--- src/rtl/fifo_rd_fwft_stage_if.sv ---
// Handshake bundle between the read pointer block, the FWFT output stage and its consumer.
// The master modport is the output stage side; slave is the surrounding environment.
interface fifo_rd_fwft_stage_if #(
  parameter int data_width = 8
);
  logic                  fifo_empty;
  logic                  fifo_rd_en;
  logic [data_width-1:0] fifo_rd_data;
  logic [data_width-1:0] dout;
  logic                  dout_valid;
  logic                  dout_ready;
  logic                  flush;
  logic [1:0]            occupancy;

  modport master (
    input  fifo_empty,
    input  fifo_rd_data,
    input  dout_ready,
    input  flush,
    output fifo_rd_en,
    output dout,
    output dout_valid,
    output occupancy
  );

  modport slave (
    output fifo_empty,
    output fifo_rd_data,
    output dout_ready,
    output flush,
    input  fifo_rd_en,
    input  dout,
    input  dout_valid,
    input  occupancy
  );
endinterface

--- src/rtl/fifo_rd_fwft_stage.sv ---
// First-word-fall-through output stage for the async FIFO read side: turns the
// empty/rd_en pop interface with 1-cycle read latency into a registered valid/ready stream.
//
// state | meaning
// B0    | output buffer empty, dout_valid low
// B1    | head register holds the next word
// B2    | head and second registers both hold words, no further pops issued
module fifo_rd_fwft_stage #(
  parameter int data_width = 8,
  parameter int buf_depth  = 2
) (
  input  logic                  rdclk,
  input  logic                  rd_rst_n,
  fifo_rd_fwft_stage_if.master  bus
);

  if (buf_depth != 2) begin : g_bad_depth
    $error("fifo_rd_fwft_stage: buf_depth must be 2");
  end

  typedef enum logic [1:0] {
    B0 = 2'd0,
    B1 = 2'd1,
    B2 = 2'd2
  } buf_state_e;

  buf_state_e            state_q, state_d;
  logic                  inflight_q;
  logic [data_width-1:0] head_q, second_q;
  logic                  valid;
  logic                  deq;
  logic                  arrive;
  logic                  rd_en;
  logic [2:0]            pending;
  logic                  head_from_rd, head_from_second, second_from_rd;

  assign valid   = (state_q != B0);
  assign deq     = valid & bus.dout_ready;
  assign arrive  = inflight_q & ~bus.flush;
  assign pending = {1'b0, state_q} + {2'b00, inflight_q};
  // Gated by reset so the pop request is low while the pointer block is held in reset.
  assign rd_en   = rd_rst_n & ~bus.fifo_empty & ~bus.flush &
                   (pending < (3'd2 + {2'b00, deq}));

  always_ff @(posedge rdclk or negedge rd_rst_n) begin
    if (!rd_rst_n) begin
      state_q    <= B0;
      inflight_q <= 1'b0;
    end else begin
      state_q    <= state_d;
      inflight_q <= rd_en;
    end
  end

  always_comb begin
    state_d = state_q;
    if (bus.flush) begin
      state_d = B0;
    end else begin
      case (state_q)
        B0: if (arrive) state_d = B1;
        B1: begin
          if (arrive && !deq)      state_d = B2;
          else if (!arrive && deq) state_d = B0;
        end
        B2: if (deq && !arrive) state_d = B1;
        default: state_d = B0;
      endcase
    end
  end

  always_comb begin
    head_from_rd     = 1'b0;
    head_from_second = 1'b0;
    second_from_rd   = 1'b0;
    case (state_q)
      B0: head_from_rd = arrive;
      B1: begin
        head_from_rd   = arrive & deq;
        second_from_rd = arrive & ~deq;
      end
      B2: begin
        head_from_second = deq;
        second_from_rd   = deq & arrive;
      end
      default: ;
    endcase
  end

  always_ff @(posedge rdclk or negedge rd_rst_n) begin
    if (!rd_rst_n) begin
      head_q   <= '0;
      second_q <= '0;
    end else if (bus.flush) begin
      head_q   <= '0;
      second_q <= '0;
    end else begin
      if (head_from_rd)          head_q <= bus.fifo_rd_data;
      else if (head_from_second) head_q <= second_q;
      if (second_from_rd)        second_q <= bus.fifo_rd_data;
    end
  end

  assign bus.fifo_rd_en = rd_en;
  assign bus.dout       = head_q;
  assign bus.dout_valid = valid;
  assign bus.occupancy  = state_q;

  // Pop gating keeps occupancy + inflight <= 2, so a full buffer never sees an arrival without a dequeue.
  a_no_overflow: assert property (@(posedge rdclk) disable iff (!rd_rst_n)
    !(state_q == B2 && inflight_q && !deq));

  a_no_pop_when_empty: assert property (@(posedge rdclk) disable iff (!rd_rst_n)
    !(rd_en && bus.fifo_empty));

endmodule

--- src/flat_wrapper.sv ---
// flat-port wrapper written by rule: the top's interface ports become plain ports
module fifo_rd_fwft_stage_flat 
#(
  parameter int data_width = 8,
  parameter int buf_depth  = 2
)
  (rdclk, rd_rst_n, bus_fifo_empty, bus_fifo_rd_data, bus_dout_ready, bus_flush, bus_fifo_rd_en, bus_dout, bus_dout_valid, bus_occupancy);
  fifo_rd_fwft_stage_if #(.data_width(data_width)) bus_i ();
  input  logic rdclk;
  input  logic rd_rst_n;
  input wire logic [$bits(bus_i.fifo_empty)-1:0] bus_fifo_empty;
  input wire logic [$bits(bus_i.fifo_rd_data)-1:0] bus_fifo_rd_data;
  input wire logic [$bits(bus_i.dout_ready)-1:0] bus_dout_ready;
  input wire logic [$bits(bus_i.flush)-1:0] bus_flush;
  output wire logic [$bits(bus_i.fifo_rd_en)-1:0] bus_fifo_rd_en;
  output wire logic [$bits(bus_i.dout)-1:0] bus_dout;
  output wire logic [$bits(bus_i.dout_valid)-1:0] bus_dout_valid;
  output wire logic [$bits(bus_i.occupancy)-1:0] bus_occupancy;
  assign bus_i.fifo_empty = bus_fifo_empty;
  assign bus_i.fifo_rd_data = bus_fifo_rd_data;
  assign bus_i.dout_ready = bus_dout_ready;
  assign bus_i.flush = bus_flush;
  assign bus_fifo_rd_en = bus_i.fifo_rd_en;
  assign bus_dout = bus_i.dout;
  assign bus_dout_valid = bus_i.dout_valid;
  assign bus_occupancy = bus_i.occupancy;
  fifo_rd_fwft_stage #(.data_width(data_width), .buf_depth(buf_depth)) u_core (.rdclk(rdclk), .rd_rst_n(rd_rst_n), .bus(bus_i));
endmodule
--- config.mk ---
export PLATFORM = sky130hd
export DESIGN_NAME = fifo_rd_fwft_stage_flat
export DESIGN_NICKNAME = d
export VERILOG_FILES = /design/src/rtl/fifo_rd_fwft_stage_if.sv /design/src/rtl/fifo_rd_fwft_stage.sv /design/src/flat_wrapper.sv
export SDC_FILE = /design/constraint.sdc
export NUM_CORES = 1
export LEC_CHECK = 0
export ABC_CLOCK_PERIOD_IN_PS = 2000
export BUFFER_PORTS_ARGS = -buffer_cell sky130_fd_sc_hd__buf_2
export CAP_MARGIN = 10
export CORE_MARGIN = 4
export CORE_UTILIZATION = 45
export CTS_CLUSTER_DIAMETER = 120
export CTS_CLUSTER_SIZE = 24
export DETAILED_ROUTE_END_ITERATION = 10
export HOLD_SLACK_MARGIN = 0.05
export PLACE_DENSITY = 0.75
export SYNTH_ARGS = -nofsm -noshare
export SYNTH_HDL_FRONTEND = slang
export SYNTH_SLANG_ARGS = --single-unit
--- constraint.sdc ---
create_clock -name rdclk -period 2 [get_ports rdclk]
set_input_delay 0.3 -clock rdclk [delete_from_list [all_inputs] [get_ports rdclk]]
set_output_delay 0.3 -clock rdclk [all_outputs]
set_load 0.02 [all_outputs]
# Yosys cells after proc, flatten, opt, wreduce, memory -nomap -nowiden

Index checks and enable logic that the tools add are counted.

Register bits after elaboration: 19

Muxes and demuxes: 14
Equality and inequality tests: 5
Add/sub/neg operators: 2
Bitwise operators: 10
Reductions and logical operators: 9
Magnitude comparators: 1

Operator list:

| kind                                                                     | number |
|---|---|
| 8-bit 2-to-1 mux                                                         | 5 |
| 2-bit 2-to-1 mux                                                         | 5 |
| 1-bit AND                                                                | 7 |
| 3-bit by 2-bit inequality test with 1-bit output (second input constant) | 2 |
| 2-bit one-hot mux with 3 select lines                                    | 1 |
| 4-bit by 2-bit inequality test with 1-bit output (second input constant) | 1 |
| 1-bit one-hot mux with 2 select lines                                    | 2 |
| 2-bit nonzero test                                                       | 2 |
| 2-bit by 1-bit adder with 3-bit output                                   | 1 |
| 2-bit by 1-bit adder with 3-bit output (first input constant)            | 1 |
| 3-bit less-than comparator                                               | 1 |
| 1-bit inverter                                                           | 3 |
| 3-bit AND reduction                                                      | 1 |
| 3-bit nonzero test                                                       | 1 |
| 2-bit by 1-bit equality test with 1-bit output (second input constant)   | 1 |
| 2-bit equality test (second input constant)                              | 1 |
| 1-bit logical AND                                                        | 2 |
| 1-bit zero test                                                          | 2 |
| 2-bit zero test                                                          | 1 |
| 1-bit 2-to-1 mux                                                         | 1 |

# Longest topological paths before layout

Gate-level depths: netlist (run 1).

Depth after elaboration: 8
Depth in mapped cells: 7

# Worst setup path before layout (run 1)

Ideal clock, no wire load.

Kind: flip-flop to flip-flop
Start point: register u_core.state_q[0] (netlist: u_core.bus.occupancy[0])
End point: register u_core.second_q[0]
Cell stages (with the launch flop): 7
Path slack: 10 ps
Arrival time: 1865 ps
Clock period less this slack: 1990 ps
Cells stage by stage: dfrtp_1 inv_1 ha_1 nand2b_1 and3_1 o21ai_4 mux2_4

Word-level cells in the longest chain between the ends: 6

RTL lines:

| what                                      | RTL line                  | text |
|---|---|---|
| from (decl)                               | fifo_rd_fwft_stage.sv:27  | `buf_state_e state_q, state_d;` |
| from (signal assigned)                    | fifo_rd_fwft_stage.sv:50  | `state_q <= state_d;` |
| 2-bit nonzero test                        | fifo_rd_fwft_stage.sv:37  | `assign valid = (state_q != B0);` |
| 1-bit AND                                 | fifo_rd_fwft_stage.sv:38  | `assign deq = valid & bus.dout_ready;` |
| 1-bit inverter                            | fifo_rd_fwft_stage.sv:80  | `second_from_rd = arrive & ~deq;` |
| 1-bit AND                                 | fifo_rd_fwft_stage.sv:80  |  |
| 1-bit one-hot mux with 2 select lines (*) | fifo_rd_fwft_stage.sv:76  | `case (state_q)` |
| 2-bit nonzero test (no line) (*)          | n/a                       |  |
| to (signal assigned)                      | fifo_rd_fwft_stage.sv:100 | `if (second_from_rd) second_q <= bus.fifo_rd_data;` |
| to (decl)                                 | fifo_rd_fwft_stage.sv:29  | `logic [data_width-1:0] head_q, second_q;` |

Every way passes the cells marked *; elsewhere a longest branch is shown, timed or not.
A chain may end at the register's enable or synchronous reset.

# Final worst setup path (run 1)

Start point: register u_core.state_q[0] (netlist: u_core.bus.occupancy[0])
End point: output bus_fifo_rd_en

Word-level cells in the longest chain between the ends: 5

RTL lines:

| what                                   | RTL line                 | text |
|---|---|---|
| 2-bit nonzero test                     | fifo_rd_fwft_stage.sv:37 |  |
| 1-bit AND                              | fifo_rd_fwft_stage.sv:38 |  |
| 2-bit by 1-bit adder with 3-bit output | fifo_rd_fwft_stage.sv:43 | `(pending < (3'd2 + {2'b00, deq}));` |
| 3-bit less-than comparator (*)         | fifo_rd_fwft_stage.sv:43 |  |
| 1-bit AND (*)                          | fifo_rd_fwft_stage.sv:42 | `assign rd_en = rd_rst_n & ~bus.fifo_empty & ~bus.flush &` |
| to (decl)                              | flat_wrapper.sv:15       | `output wire logic [$bits(bus_i.fifo_rd_en)-1:0] bus_fifo_rd_en;` |

Marked as above.

==> results of run 1 <==
-- registers in the layout, summed over array words and instances, names as in the netlist --
signal / flops
u_core.bus.dout: 8
u_core.bus.occupancy: 2
u_core.inflight_q: 1
u_core.second_q: 8
-- layout make-up --
type	instances	area, µm²
fill	183	878.3
multi-input combinational	69	640.6
sequential	19	475.5
timing repair buffer	34	207.7
tap	28	35.03
clock buffer	3	22.52
inverter	3	11.26
clock inverter	1	5.005
-- synth_stat cells, types with 2 or more instances --
master / count
a211oi_1: 6
a211oi_2: 2
dfrtp_1: 19
ha_1: 7
inv_1: 3
mux2_4: 8
mux2i_1: 8
nor2_1: 13
nor2b_1: 10
nor3b_1: 2
-- worst max path at each step --
| stage | from | to | slack, ps | cells after the start |
|---|---|---|---|---|
| final | u_core.bus.occupancy[0] | bus_fifo_rd_en | 80 | 6 |
| after global routing | u_core.bus.occupancy[0] | bus_fifo_rd_en | -20 | 6 |
| after CTS | u_core.bus.occupancy[0] | bus_fifo_rd_en | 20 | 6 |
| after detailed placement | u_core.bus.occupancy[1] | u_core.second_q[2] | 10 | 6 |
| after global placement | u_core.bus.occupancy[1] | u_core.second_q[2] | 110 | 6 |
| after floorplan | u_core.bus.occupancy[0] | u_core.second_q[0] | 10 | 6 |
-- layer usage --
metal,vias up,global-route usage,part of all wire
li1,404,-,-
met1,392,0.2000,0.45
met2,18,0.2484,0.49
met3,2,0.03341,0.053
met4,0,0.04967,0.0060
met5,-,0,0
-- timing repair --
action,in CTS,in global routing
pin swaps,2,2
hold buffers,1,0
hold endpoints to repair,19,0
gates resized for setup,7,3
gates cloned,0,0
setup buffers,3,0
setup endpoints to repair,1,9
-- stage by stage --
stage | hold WS [ps] | setup slack, ps | power (W) | instances | instance area, µm²
floorplan | 4.409 | 10.22 | 0.0006697 | 94 | 1109
global placement | 317.0 | 112.9 | 0.0007928 | 149 | 1292
detailed placement | 320.1 | 13.94 | 0.0008037 | 149 | 1292
CTS | 234.0 | 18.68 | 0.001046 | 157 | 1388
global route | 222.9 | -15.39 | 0.001124 | 157 | 1398
finish | 243.0 | 75.17 | 0.001050 | 157 | 1398
-- logic make-up (layout without fill, tap and decap cells) --
family | count (synthesis) | in the layout
buffers and inverters | 6 | 41
AOI/OAI and AO/OA | 15 | 15
adders and majority gates | 7 | 7
muxes | 16 | 16
and+or+nand+nor | 31 | 31
DFF | 19 | 19
-- power groups by stage --
stage	clock, W	sequential (W)	combinational (W)
floorplan	0	0.000468	0.000202
global placement	0	0.000432	0.000361
detailed placement	0	0.000435	0.000369
CTS	0.000205	0.000428	0.000413
global route	0.000219	0.000435	0.000471
finish	0.000195	0.000430	0.000425
==> metrics, run 1 <==
Flop pwr share 0.409; switch share 0.3568; Synth Area in Adders 0.07901; path type of the worst setup path register to primary output; crit share post-route 0.9624; Final setup violation count 0; Die H ~58 µm; root buf cell clkbuf_4; CTS tree done; synth unique cells 26; clock share of power 0.186; area grow syn2layout 26.07%; CP startpoint kind register; drt via density approximately 5.2; ys flop type dfrtp_1; Synth Area in XOR/XNOR 0; Tot GR Track Use 0.1521; Rows 17; crit end category primary output; Synth Instances between 90 and 100; mux share of post-synthesis cell area 0.1806; Psw around 0.00037 W; Reg2Reg Depth 6; most common cell after layout, fill and taps aside buf_2; Worst Path Max Fanout 2; Hold Path Origin bus_fifo_rd_data[0]; pwr dens roughly 750 nW/µm²; leak pwr 0.7654 nW; RSZ-0062 raised after global routing yes; outcome finished clean; simple-gate share of the synthesized area 0.1580; worst-margin pin slew 453.4 ps; initial core utilization 0.4871; share of post-route cells with drive strength above 1 0.4496; Post-DP HPWL 1723 µm; drt pass-1 iters 3; net count after synthesis 114; post-layout min period a little under 2000 ps; WP buf/inv 2; Post-layout nets 150; max-slew violation count 0; top cell type's share of synthesized area 0.4289; WL per Instance roughly 15 µm; worst rel slew slack 0.6971; Comb power frac 0.405; CP top delay family flip-flops; io pins 25; Core Util, Final 0.6141; Die Wd a little under 60 µm; Clk pin slew, worst setup/hold paths 110 ps; MaxCap Viol Count 0; GR Overflow Total 0; sequential area share after synthesis 0.4289; worst-case clock buffer depth 2; first-pass GRT wire length between 3000 and 4000 µm; htree depth 1; Required @ worst endpoint about 1700 ps; clk_skew about 6.4 ps; number of global-route vias before repair a little over 800; Syn. warnings 0; remaining antenna violation count 0; worst reg2reg endpoint u_core.second_q[2]; Area contributors post-synth dfrtp_1 (43%), mux2_4 (11%), ha_1 (7.9%); largest family of logic cells by synthesized area multiplexers; via count ~820; initial antenna violation count 0; Netlist Area Pre-Place about 1100 µm²; crit path cell chain buf_6 -> ha_4 -> ha_4 -> o21ai_1 -> and4b_1 -> buf_6; ANT cells 0; final hold vios 0; most frequent cells in the layout buf_2 (23), dfrtp_1 (19), nor2_1 (13); clk sinks 19; Synth area leader dfrtp_1; hold endpoint u_core.second_q[0]; largest stage delay on the critical path 420 ps; core outline area ~2300 µm²; Die ar. approximately 3300 µm²; total CTS buffers 3; Yosys reg bits 19; DRC Markers 0; Power Internal ~0.00068 W; clk_lat worst skew 290 ps; Final GP Congestion between 0.8 and 0.9; min-delay worst type input port to register; Reg2Reg Setup Slack roughly 100 ps; peak supply drop between 0.0004 and 0.0005 V; setup TNS 0 ps; fraction of registers with async set/reset 1.000; number of synthesized flops with an enable pin 0; Synth Area in Compound Gates 0.1287; CP max-delay cell dfrtp_1; Max Clk Rate around 520 MHz; Port Buffers 24; RR Startpoint u_core.bus.occupancy[0]; Post-Route WL approximately 2300 µm; DRT iter0 DRCs 8; WHS Path Cells 2; CP arrival 1620 ps; pin count of the biggest net entering global routing 21; Mapped Avg Cell Area about 12 µm²
(Power assumes the default switching activity.)
==> run 2, diff against run 1 <==
- PLACE_DENSITY: 0.75 -> 0.68
- SKIP_LAST_GASP: not set -> 1
==> run 2 against run 1 <==
Compared with the run above: sequential share of layout area grew 0.46 points; worst hold slack worse by 2.9 ps; die area unchanged; final area is 1.3% lower; fmax decreased by 0.13%; register-to-register slack about the same; routed wire length is 4.2% higher; clock power about the same; setup slack got worse by 2.6 ps; combinational power up 2%; critical endpoint unchanged; largest power group is now combinational logic.
==> metrics, run 2 (synthesized netlist as in run 1, its figures left out) <==
drt pass-1 iters 4; pin count of the biggest net entering global routing 20; RSZ-0062 raised after global routing yes; min-delay worst type input port to register; final hold vios 0; most frequent cells in the layout buf_2 (23), dfrtp_1 (19), nor2_1 (13); Final GP Congestion 0.8273; root buf cell clkbuf_4; Die H 57.64 µm; initial core utilization 0.4871; worst-case clock buffer depth 2; Clk pin slew, worst setup/hold paths ~110 ps; Post-Route WL about 2400 µm; CP arrival between 1500 and 2000 ps; MaxCap Viol Count 0; remaining antenna violation count 0; peak supply drop roughly 0.00053 V; WHS Path Cells 2; share of post-route cells with drive strength above 1 0.4365; Final setup violation count 0; Reg2Reg Depth 6; io pins 25; CP startpoint kind register; most common cell after layout, fill and taps aside buf_2; crit end category primary output; post-route total power between 0.001 and 0.0015 W; CTS tree done; worst rel slew slack 0.7162; Rows 17; DRC Markers 0; Die ar. about 3300 µm²; htree depth 1; path type of the worst setup path register to primary output; pwr dens 762.9 nW/µm²; RR Startpoint u_core.bus.occupancy[0]; Tot GR Track Use 0.1512; leak pwr between 0.7 and 0.8 nW; Post-layout nets ~150; worst-margin pin slew approximately 420 ps; Hold Path Origin bus_fifo_rd_data[2]; worst reg2reg endpoint u_core.second_q[7]; core outline area about 2300 µm²; crit share post-route 0.9637; hold endpoint u_core.second_q[2]; Port Buffers 24; Worst Path Max Fanout 2; first-pass GRT wire length 3822 µm; initial antenna violation count 0; DRT iter0 DRCs 9; clk_skew between 9 and 10 ps; total CTS buffers 3; max-slew violation count 0; outcome finished clean; drt via density roughly 5.3; Max Clk Rate about 520 MHz; GR Overflow Total 0; Required @ worst endpoint roughly 1700 ps; CP startpoint u_core.bus.occupancy[0]; number of global-route vias before repair about 790; setup TNS 0 ps; ANT cells 0; post-layout min period approximately 1900 ps; via count around 810; WL per Instance 15.81 µm; clk sinks 19; Die Wd ~58 µm; Reg2Reg Setup Slack around 90 ps; clk_lat worst skew roughly 300 ps; area grow syn2layout 24.38%
-- run 2: worst max-delay path, stage by stage (launching register included) --
cell and delay [ps]:
dfrtp_1 400, buf_6 130, ha_4 160, ha_4 260
o21ai_2 40, and4b_1 210, buf_6 130
-- run 2: worst max-delay path by stage --
stage | end | slack (ps) | cells past startpoint
5_1_grt | u_core.second_q[7] | 6 | 6
3_5_place_dp | u_core.second_q[3] | 20 | 6
2_1_floorplan | u_core.second_q[0] | 10 | 6
4_1_cts | bus_fifo_rd_en | 20 | 6
6_report | bus_fifo_rd_en | 70 | 6
3_3_place_gp | u_core.second_q[7] | 110 | 6
-- run 2: cell type report --
cell class | count | area [µm²]
clock buffer | 3 | 22.52
timing repair buffer | 31 | 185.2
clock inverter | 1 | 5.005
tap | 28 | 35.03
fill | 186 | 897.1
inverter | 3 | 11.26
multi-input combinational | 69 | 644.4
sequential | 19 | 475.5
-- run 2: what timing repair did --
action / CTS / global route
setup buffers: 2 / 0
gates cloned: 0 / 0
resized for setup: 6 / 4
endpoints found under the setup margin: 1 / 2
hold buffers: 1 / 0
endpoints found under the hold margin: 19 / 0
pin swaps: 2 / 2
-- run 2: power breakdown --
part           internal [W]  total (W)  switching (W)
registers          0.000410   0.000426      0.0000158
logic              0.000182   0.000433       0.000251
clock network     0.0000745   0.000193       0.000118
total              0.000667    0.00105       0.000385
-- run 2: metrics by stage --
step / utilization / hold slack [ps] / worst slack (ps) / cell area, µm² / std cells
4_1_cts: 0.5954 / 231.5 / 20.42 / 1355 / 154
3_3_place_gp: 0.5613 / 321.6 / 110.6 / 1277 / 147
2_1_floorplan: - / 4.409 / 10.22 / 1109 / 94
6_report: 0.6058 / 240.0 / 72.60 / 1379 / 154
3_5_place_dp: 0.5613 / 308.4 / 22.84 / 1277 / 147
5_1_grt: 0.6058 / 214.2 / 5.883 / 1379 / 154
-- run 2: per-layer routing --
layer | routed length (µm) | track usage
met2 | 1225 | 0.2355
met4 | 17 | 0.01987
met3 | 119 | 0.04900
met5 | 0 | 0
met1 | 1074 | 0.2109
==> run 3, diff against run 2 <==
- CORE_ASPECT_RATIO: not set -> 0.7
==> run 3 against run 2 <==
Compared with the run above: setup slack worse by 17 ps; clock skew is 8.2 ps lower; critical path depth stayed put; sequential share of layout area is 0.76 points lower; routed wire length is 6.7% lower; global-route usage hardly changed; clock-buffer cell count is 1 higher; clock power hardly changed; register-to-register slack better by 60 ps; fmax is 0.89% lower; via count is 1.1% higher.
==> metrics, run 3 (synthesized netlist as in run 1, its figures left out) <==
WL per Instance about 14 µm; most frequent cells in the layout buf_2 (23), dfrtp_1 (19), nor2_1 (13); Die Wd between 60 and 70 µm; fillers a little under 200; peak supply drop between 0.0004 and 0.0005 V; Post-layout nets around 150; worst rel slew slack 0.7081; clk sinks 19; remaining antenna violation count 0; via count just over 800; MaxCap Viol Count 0; RSZ-0062 raised after global routing yes; initial core utilization 0.4944; initial antenna violation count 0; Post-DP HPWL ~1600 µm; outcome finished clean; Hold Path Origin bus_fifo_rd_data[7]; pwr dens about 740 nW/µm²; total CTS buffers 3; Port Buffers 24; post-layout min period between 1500 and 2000 ps; DP Cell Count roughly 150; area grow syn2layout 27.20%; Post-Route WL 2273 µm; DRC Markers 0; drt via density around 5.1; worst reg2reg endpoint u_core.second_q[0]; CP startpoint kind register; CTS tree done; Reg2Reg Setup Slack around 150 ps; root buf cell clkbuf_4; io pins 25; Required @ worst endpoint between 1500 and 2000 ps; Final GP Congestion about 0.82; Reg2Reg Depth 7; ANT cells 0; most common cell after layout, fill and taps aside buf_2; worst-case clock buffer depth 2; Design Area, Final ~1400 µm²; DRT iter0 DRCs 30; placed inst area ~1300 µm²; clk_lat worst skew ~300 ps; htree depth 1; clk_skew about 1.6 ps; CP startpoint u_core.bus.occupancy[0]; first-pass GRT wire length 3726 µm; path type of the worst setup path register to primary output; Max Clk Rate roughly 500 MHz; drt pass-1 iters 4; core outline area 2242 µm²; CP arrival between 1500 and 2000 ps; Clk pin slew, worst setup/hold paths 100 ps; Worst Path Max Fanout 2; Final setup violation count 0; crit share post-route 0.9723; number of global-route vias before repair ~800; Die H between 40 and 50 µm; hold_ws between 200 and 250 ps; Final Instance Count excl. Fillers 160; setup ws final 55.36 ps; crit end category primary output; Rows 14; crit path to bus_fifo_rd_en; RR Startpoint u_core.bus.occupancy[0]; GR Overflow Total 0; leak pwr around 0.77 nW; Place WS roughly 130 ps; worst-margin pin slew around 440 ps; Die ar. 3334 µm²; min-delay worst type input port to register; max-slew violation count 0; Tot GR Track Use 0.1507; share of post-route cells with drive strength above 1 0.4375; pin count of the biggest net entering global routing 21; final hold vios 0; setup TNS 0 ps
-- run 3: cell types whose count changed in the layout (fill, tap and decap cells not counted), sizes merged --
| cell | change |
|---|---|
| buf | +2 |
| clkbuf | +1 |
| clkinv | -1 |
-- run 3: power breakdown --
part / leakage (nW) / total (W) / switching (W) / internal [W]
combinational: 0.488 / 0.000419 / 0.000237 / 0.000182
clock: 0.0150 / 0.000196 / 0.000118 / 0.0000779
sequential: 0.262 / 0.000426 / 0.0000163 / 0.000410
total: 0.766 / 0.00104 / 0.000371 / 0.000670
-- run 3: worst min path at each step --
stage	depth (start not counted)	slack, ps	end
floorplan	0	4	u_core.bus.dout[0]
global placement	2	290	u_core.inflight_q
detailed placement	2	290	u_core.bus.dout[1]
CTS	2	230	u_core.second_q[7]
global route	2	220	u_core.second_q[7]
finish	2	240	u_core.second_q[7]
-- run 3: repair_timing --
action                                  in CTS  in global routing
hold buffers                                 1                  0
endpoints found under the hold margin       19                  0
pin swaps                                    1                  2
resized for setup                            6                  4
gates cloned                                 0                  0
buffers inserted                             2                  1
endpoints found under the setup margin       1                  9
-- run 3: per-stage QoR --
step	util	total power (W)
4_1_cts	0.6094	0.001020
3_5_place_dp	0.5753	0.0007891
6_report	0.6289	0.001042
2_1_floorplan	-	0.0006697
3_3_place_gp	0.5753	0.0007809
5_1_grt	0.6289	0.001110
-- run 3: cell type report --
class	count	area, µm²	area share
clock buffer	4	26.28	0.01863
inverter	3	11.26	0.007986
multi-input combinational	69	644.4	0.4570
sequential	19	475.5	0.3372
tap	32	40.04	0.02839
timing repair buffer	33	212.7	0.1508
-- run 3: routing by layer --
| metal | share of wire | routed length, µm | vias to the layer above | GRT usage |
|---|---|---|---|---|
| li1 | - | - | 403 | - |
| met1 | 0.50 | 1129 | 394 | 0.2120 |
| met2 | 0.43 | 978 | 22 | 0.2186 |
| met3 | 0.067 | 152 | 3 | 0.05909 |
| met4 | 0.0062 | 14 | 0 | 0.03030 |
| met5 | 0 | 0 | - | 0 |
-- run 3: worst max-delay path, cell delays in order (launching register included) --
cell	delay, ps
dfrtp_1	410
buf_6	130
ha_4	150
ha_4	250
o21ai_2	40
and4b_1	220
buf_6	140
